==> src/rtl/station_cmd_ctrl_if.sv <==
// Command/reader/motion signal bundle for station_cmd_ctrl.
// slave = the sequencer itself, master = UART/reader/motor side.
interface station_cmd_ctrl_if;
    logic [15:0] cmd;
    logic        cmd_rdy;
    logic        clr_cmd_rdy;
    logic [7:0]  ID;
    logic        ID_vld;
    logic        clr_ID_vld;
    logic        OK2Move;
    logic        go;
    logic        in_transit;
    logic        arrived;
    logic        buzz;
    logic        buzz_n;

    modport slave (
        input  cmd, cmd_rdy, ID, ID_vld, OK2Move,
        output clr_cmd_rdy, clr_ID_vld, go, in_transit, arrived, buzz, buzz_n
    );

    modport master (
        output cmd, cmd_rdy, ID, ID_vld, OK2Move,
        input  clr_cmd_rdy, clr_ID_vld, go, in_transit, arrived, buzz, buzz_n
    );
endinterface

==> src/rtl/station_cmd_ctrl.sv <==
// Go/stop command sequencer with barcode-station arrival detection and obstacle buzzer.
// Optional buzzer logic is built only when STN_BUZZ_EN is defined.
module station_cmd_ctrl #(
    parameter int BUZZ_DIV = 12500
) (
    input  logic                clk,
    input  logic                rst_n,
    station_cmd_ctrl_if.slave   bus
);

    typedef enum logic {IDLE, MOVE} state_t;

    localparam logic [1:0] OP_STOP = 2'b00;
    localparam logic [1:0] OP_GO   = 2'b01;

    state_t     state_q, state_d;
    logic       in_transit_q, in_transit_d;
    logic [5:0] dest_q, dest_d;
    logic       arrived_q, arrived_d;
    logic       clr_cmd, clr_id;
    logic [1:0] opcode;
    logic       id_match;

    // Only opcode and destination fields of the command word carry meaning.
    logic unused_cmd_bits;
    assign unused_cmd_bits = ^bus.cmd[13:6];

    assign opcode   = bus.cmd[15:14];
    assign id_match = (bus.ID[7:6] == 2'b00) && (bus.ID[5:0] == dest_q);

    always_comb begin
        state_d      = state_q;
        in_transit_d = in_transit_q;
        dest_d       = dest_q;
        arrived_d    = 1'b0;
        clr_cmd      = 1'b0;
        clr_id       = 1'b0;
        case (state_q)
            IDLE: begin
                if (bus.cmd_rdy) begin
                    clr_cmd = 1'b1;
                    if (opcode == OP_GO) begin
                        dest_d       = bus.cmd[5:0];
                        in_transit_d = 1'b1;
                        state_d      = MOVE;
                    end
                end else if (bus.ID_vld) begin
                    clr_id = 1'b1;
                end
            end
            MOVE: begin
                // A pending ID report waits behind a command and is judged
                // against whatever dest/state the command leaves behind.
                if (bus.cmd_rdy) begin
                    clr_cmd = 1'b1;
                    if (opcode == OP_GO) begin
                        dest_d = bus.cmd[5:0];
                    end else if (opcode == OP_STOP) begin
                        in_transit_d = 1'b0;
                        state_d      = IDLE;
                    end
                end else if (bus.ID_vld) begin
                    clr_id = 1'b1;
                    if (id_match) begin
                        in_transit_d = 1'b0;
                        arrived_d    = 1'b1;
                        state_d      = IDLE;
                    end
                end
            end
            default: state_d = IDLE;
        endcase
    end

    always_ff @(posedge clk or negedge rst_n) begin
        if (!rst_n) begin
            state_q      <= IDLE;
            in_transit_q <= 1'b0;
            dest_q       <= 6'h00;
            arrived_q    <= 1'b0;
        end else begin
            state_q      <= state_d;
            in_transit_q <= in_transit_d;
            dest_q       <= dest_d;
            arrived_q    <= arrived_d;
        end
    end

    assign bus.clr_cmd_rdy = clr_cmd;
    assign bus.clr_ID_vld  = clr_id;
    assign bus.in_transit  = in_transit_q;
    assign bus.arrived     = arrived_q;
    assign bus.go          = in_transit_q & bus.OK2Move;

`ifdef STN_BUZZ_EN
    localparam int CNT_W = (BUZZ_DIV > 1) ? $clog2(BUZZ_DIV) : 1;
    localparam logic [CNT_W-1:0] CNT_MAX = CNT_W'(BUZZ_DIV - 1);

    logic [CNT_W-1:0] cnt_q, cnt_d;
    logic             buzz_q, buzz_d;
    logic             stalled;

    assign stalled = in_transit_q & ~bus.OK2Move;

    // Tone runs only while a move is blocked; clearing restarts it from silence.
    always_comb begin
        cnt_d  = '0;
        buzz_d = 1'b0;
        if (stalled) begin
            if (cnt_q == CNT_MAX) begin
                cnt_d  = '0;
                buzz_d = ~buzz_q;
            end else begin
                cnt_d  = cnt_q + 1'b1;
                buzz_d = buzz_q;
            end
        end
    end

    always_ff @(posedge clk or negedge rst_n) begin
        if (!rst_n) begin
            cnt_q  <= '0;
            buzz_q <= 1'b0;
        end else begin
            cnt_q  <= cnt_d;
            buzz_q <= buzz_d;
        end
    end

    assign bus.buzz   = buzz_q;
    assign bus.buzz_n = ~buzz_q;
`else
    localparam int unused_buzz_div = BUZZ_DIV;

    assign bus.buzz   = 1'b0;
    assign bus.buzz_n = 1'b1;
`endif

endmodule

==> src/flat_wrapper.sv <==
// flat-port wrapper written by rule: the top's interface ports become plain ports
module station_cmd_ctrl_flat 
#(
    parameter int BUZZ_DIV = 12500
)
  (clk, rst_n, bus_cmd, bus_cmd_rdy, bus_ID, bus_ID_vld, bus_OK2Move, bus_clr_cmd_rdy, bus_clr_ID_vld, bus_go, bus_in_transit, bus_arrived, bus_buzz, bus_buzz_n);
  station_cmd_ctrl_if bus_i ();
  input  logic clk;
  input  logic rst_n;
  input wire logic [$bits(bus_i.cmd)-1:0] bus_cmd;
  input wire logic [$bits(bus_i.cmd_rdy)-1:0] bus_cmd_rdy;
  input wire logic [$bits(bus_i.ID)-1:0] bus_ID;
  input wire logic [$bits(bus_i.ID_vld)-1:0] bus_ID_vld;
  input wire logic [$bits(bus_i.OK2Move)-1:0] bus_OK2Move;
  output wire logic [$bits(bus_i.clr_cmd_rdy)-1:0] bus_clr_cmd_rdy;
  output wire logic [$bits(bus_i.clr_ID_vld)-1:0] bus_clr_ID_vld;
  output wire logic [$bits(bus_i.go)-1:0] bus_go;
  output wire logic [$bits(bus_i.in_transit)-1:0] bus_in_transit;
  output wire logic [$bits(bus_i.arrived)-1:0] bus_arrived;
  output wire logic [$bits(bus_i.buzz)-1:0] bus_buzz;
  output wire logic [$bits(bus_i.buzz_n)-1:0] bus_buzz_n;
  assign bus_i.cmd = bus_cmd;
  assign bus_i.cmd_rdy = bus_cmd_rdy;
  assign bus_i.ID = bus_ID;
  assign bus_i.ID_vld = bus_ID_vld;
  assign bus_i.OK2Move = bus_OK2Move;
  assign bus_clr_cmd_rdy = bus_i.clr_cmd_rdy;
  assign bus_clr_ID_vld = bus_i.clr_ID_vld;
  assign bus_go = bus_i.go;
  assign bus_in_transit = bus_i.in_transit;
  assign bus_arrived = bus_i.arrived;
  assign bus_buzz = bus_i.buzz;
  assign bus_buzz_n = bus_i.buzz_n;
  station_cmd_ctrl #(.BUZZ_DIV(BUZZ_DIV)) u_core (.clk(clk), .rst_n(rst_n), .bus(bus_i));
endmodule
==> config.mk <==
export PLATFORM = sky130hd
export DESIGN_NAME = station_cmd_ctrl_flat
export DESIGN_NICKNAME = d
export VERILOG_FILES = /design/src/rtl/station_cmd_ctrl_if.sv /design/src/rtl/station_cmd_ctrl.sv /design/src/flat_wrapper.sv
export SDC_FILE = /design/constraint.sdc
export NUM_CORES = 1
export LEC_CHECK = 0
export BUFFER_PORTS_ARGS = -buffer_cell sky130_fd_sc_hd__clkbuf_2
export CAP_MARGIN = 20
export CORE_AREA = 2 2 40 42
export DETAILED_ROUTE_END_ITERATION = 8
export DIE_AREA = 0 0 42 44
export GPL_TIMING_DRIVEN = 0
export PLACE_DENSITY = 0.7
export SYNTH_ARGS = -nofsm -noshare
export SYNTH_HDL_FRONTEND = slang
export SYNTH_SLANG_ARGS = --single-unit
==> constraint.sdc <==
create_clock -name clk -period 1.54 [get_ports clk]
set_input_delay 0.077 -clock clk [delete_from_list [all_inputs] [get_ports clk]]
set_output_delay 0.077 -clock clk [all_outputs]
set_load 0.02 [all_outputs]
**After elaboration in Yosys (flattened, before gate mapping)**

Cells that the tools add are included.

- Latch bits: 0
- Bits of input ports: 29
- Output and inout bits: 7
- Register bits after elaboration: 9
- Memory bits (read-only): 0
- Memory bits (writable): 0
- Memories kept: 0

- Reductions and logical operators: 5
- Bitwise gates (word level): 2
- Div/mod/pow operators: 0
- Muxes and demuxes: 25
- Shift-type cells: 0
- Equality and inequality tests: 8
- Multipliers: 0
- Magnitude comparators: 0
- $add $sub $neg: 0

Operators by type and width:

| cell | number |
|---|---|
| two-way mux 1 bit | 21 |
| two-way mux 6 bit | 2 |
| != test 3 bit (second input constant) | 4 |
| equality test 6 bit | 1 |
| AND reduction 6 bit | 1 |
| logical NOT 2 bit | 2 |
| case mux 1 bit (2 select lines) | 2 |
| equality test 2 x 1 -> 1 bit (second input constant) | 1 |
| != test 2 x 1 -> 1 bit (second input constant) | 1 |
| != test 2 bit (second input constant) | 1 |
| AND reduction 2 bit | 1 |
| bitwise AND 1 bit | 1 |
| logical AND 1 bit | 1 |
| NOT 1 bit | 1 |

**Longest topological paths before layout**

- Depth in word-level cells: 6
- Mapped depth: 4
- Gate-level depth less buffers: 4

**Worst setup path after synthesis**

OpenSTA, ideal clock, no wires.

- Kind: reg-to-reg
- From: register u_core.dest_q[5]
- To: register u_core.in_transit_q, in the netlist u_core.bus.in_transit
- Library setup time: 0.145 ns
- Path buffers: 0
- Required time: 1.395 ns
- Cell stages (with the launch flop): 5
- Setup slack: 0.382 ns
- Arrival: 1.014 ns
- Cells stage by stage: dfrtp_1 -> xnor2_1 -> nand3_1 -> nor4_2 -> o221ai_1

- Word-level cells in the longest chain between the ends: 4

RTL lines:

| what | line | text |
|---|---|---|
| from (decl) | station_cmd_ctrl.sv:18 | `logic [5:0] dest_q, dest_d;` |
| from (signal assigned) | station_cmd_ctrl.sv:84 | `dest_q <= dest_d;` |
| equality test 6 bit | station_cmd_ctrl.sv:29 | `assign id_match = (bus.ID[7:6] == 2'b00) && (bus.ID[5:0] == dest_q);` |
| logical AND 1 bit | station_cmd_ctrl.sv:29 |  |
| != test 3 bit (no line) | - |  |
| AND reduction 6 bit (no line) | - |  |
| to (signal assigned) | station_cmd_ctrl.sv:83 | `in_transit_q <= in_transit_d;` |
| to (decl) | station_cmd_ctrl.sv:17 | `logic in_transit_q, in_transit_d;` |

Every way passes these cells.
A chain may end at the register's enable or synchronous reset.

**Worst setup path after layout**

Same ends and word-level chain as after synthesis.

==> results.json <==
{
  "chipWidth_um": 42,
  "viasPerCell": 4.344,
  "maxSlewViolCount": 0,
  "yosysTopAreaCellShare_pct": 46.88,
  "root_buffer": "clkbuf_4",
  "top_level_ports": 36,
  "clock_latency_ns": 0.26,
  "gp_congestion": 0.6743,
  "powerDensity_mw_per_mm2": 955.7,
  "syn_area_um2": 480.5,
  "netlist_instances": 44,
  "drt-initial-drc-count": 2,
  "synth_most_common_cell": "dfrtp_1",
  "hold_violations": 0,
  "yosysWarnings": 0,
  "core_mm2": 0.001419,
  "avgRoutedWirePerCell_um": 10.66,
  "avgSynthCellArea_um2": 10.92,
  "vias": 391,
  "cp_max_fo": 3,
  "setup_viol": 0,
  "grt_setup_unrepaired": "no",
  "synthFlopType": "dfrtp_1",
  "cts_tree": "yes",
  "path_class": "register to register",
  "synth_top_area_cell": "dfrtp_1",
  "ys_top_cells_by_area": "dfrtp_1 47%, mux2_2 14%, xnor2_1 7.3%, buf_4 4.7%, xor2_1 3.6%",
  "grt_pass1_vias": 413,
  "drc": 0,
  "core.rowCount": 14,
  "status": "completed",
  "synthArstFlopShare_pct": 100.0,
  "met1Wirelength_um": 370,
  "dr_wl_met2_um": 482,
  "hp-class": "input pin to register",
  "firstDrtPassIters": 4,
  "path_clk_slew_ns": 0.06,
  "yosysSeqAreaShare_pct": 46.88,
  "grt_max_degree": 10,
  "antenna_found_initial": 0,
  "routed_wl_um": 959,
  "h-tree-depth": 1,
  "grt_remaining_overflow": 0,
  "top_layer_used": "met4",
  "cts_sinks": 9,
  "synth-edff-count": 0,
  "cts_buffer_depth": 2,
  "io_buffer_count": 25,
  "synth_seq_cells": 9,
  "fin_worst_skew_ns": 0.001521,
  "max_freq_mhz": 792.8,
  "min_period_ns": 1.261,
  "peakVddDrop_mv": 0.5116,
  "synth.distinct_cells": 19,
  "cts_buffers": 3,
  "post-route-util_pct": 46.65,
  "period_share_pct": 81.90,
  "power_leakage_nw": 0.3370,
  "cp-start-kind": "register",
  "wl_met3_um": 96,
  "die_h_um": 44,
  "finalSetupTns_ns": 0,
  "die_area_mm2": 0.001848,
  "drive_above_1_share_pct": 52.70,
  "pre_cts_ws_ns": 0.2500,
  "setup_ws_ns": 0.2787,
  "drtAntennaViolNets": 0,
  "grt_pass1_wl_um": 1635,
  "worstPathRequired_ns": 1.66,
  "endpoint_kind": "register",
  "synth_commonest_cells": "9 x dfrtp_1, 6 x mux2_2, 4 x xnor2_1",
  "arrival_ns": 1.38,
  "diodes": 0,
  "start_util_pct": 33.86,
  "syn2layout_area_growth_pct": 37.76,
  "grt_usage_pct": 12.70,
  "drv_cap": 0,
  "syn_nets": 73,
  "nNetsFinal": 104
}
repair_timing:
action	4_1_cts	5_1_grt
buffers inserted	0	0
hold endpoints to repair	9	0
gates resized for setup	0	0
hold buffers	1	0
endpoints found under the setup margin	0	0
placed cells by master (no fill, tap or decap), drive strengths merged, types with 2 or more instances in the layout:
| cell | netlist | final |
|---|---|---|
| nor2b | 2 | 2 |
| clkbuf | 0 | 29 |
| dfrtp | 9 | 9 |
| inv | 2 | 2 |
| xor2 | 2 | 2 |
| xnor2 | 4 | 4 |
| nand3 | 2 | 2 |
| conb | 2 | 2 |
| nand2 | 3 | 3 |
| buf | 3 | 3 |
| mux2 | 6 | 6 |
path summary, 6_finish.rpt:
| kind | from | to | slack (ns) | depth (start not counted) |
|---|---|---|---|---|
| worst min register to register | u_core.dest_q[3] | u_core.dest_q[3] | 0.53 | 1 |
| worst max-delay path | u_core.dest_q[5] | u_core.bus.in_transit | 0.28 | 4 |
| worst max register to register | u_core.dest_q[5] | u_core.bus.in_transit | 0.28 | 4 |
| max in group asynchronous | rst_n | u_core.dest_q[0] | 1.13 | 2 |
| min in group asynchronous | rst_n | u_core.dest_q[2] | 0.22 | 2 |
| worst min-delay path | bus_cmd[4] | u_core.dest_q[4] | 0.05 | 2 |
state kept, by name (all words and copies together), names as in the netlist:
name,cells
u_core.state_q,1
u_core.bus.in_transit,1
u_core.bus.arrived,1
u_core.dest_q,6
power by group:
group	leakage, nW	switching, mW	internal, mW
Clock	0.0150	0.0811	0.0998
Combinational	0.215	0.0677	0.0866
Sequential	0.107	0.0244	0.273
cell type report:
class | count | area [um^2]
clock buffer | 4 | 26.28
timing repair buffer | 26 | 135.1
buffer | 3 | 22.52
multi-input combinational | 30 | 225.2
fill | 157 | 757.0
tap | 16 | 20.02
inverter | 2 | 7.507
sequential | 9 | 225.2
per-layer routing:
| metal | up-vias | track usage [%] |
|---|---|---|
| met5 | - | 0 |
| met4 | 0 | 11.61 |
| met3 | 2 | 5.000 |
| met2 | 20 | 20.00 |
| met1 | 167 | 13.02 |
| li1 | 202 | - |
through the flow:
step | instance area (um^2) | hold slack [ns] | power [mW] | instances
floorplan | 480.5 | -0.2186 | 0.4007 | 44
global placement | 625.6 | -0.05631 | 0.4501 | 85
detailed placement | 625.6 | -0.05157 | 0.4558 | 85
CTS | 661.9 | 0.03600 | 0.6475 | 90
global route | 661.9 | 0.03884 | 0.6821 | 90
finish | 661.9 | 0.04592 | 0.6326 | 90
logic make-up after synthesis:
| family | count (synthesis) | share of synthesized area (%) |
|---|---|---|
| simple gates | 11 | 13.54 |
| flops | 9 | 46.88 |
| xor+xnor | 6 | 10.94 |
| mux | 6 | 14.06 |
| compound gates | 5 | 6.771 |
| buf+inv | 5 | 6.250 |
| other cells | 2 | 1.563 |
worst max-delay path, cell delays in order (launching register included):
cell	delay, ns
dfrtp_1	0.39
xnor2_1	0.15
nand3_1	0.11
nor4_2	0.30
o221ai_1	0.18
No activity file was read; power rests on OpenSTA's default activity.
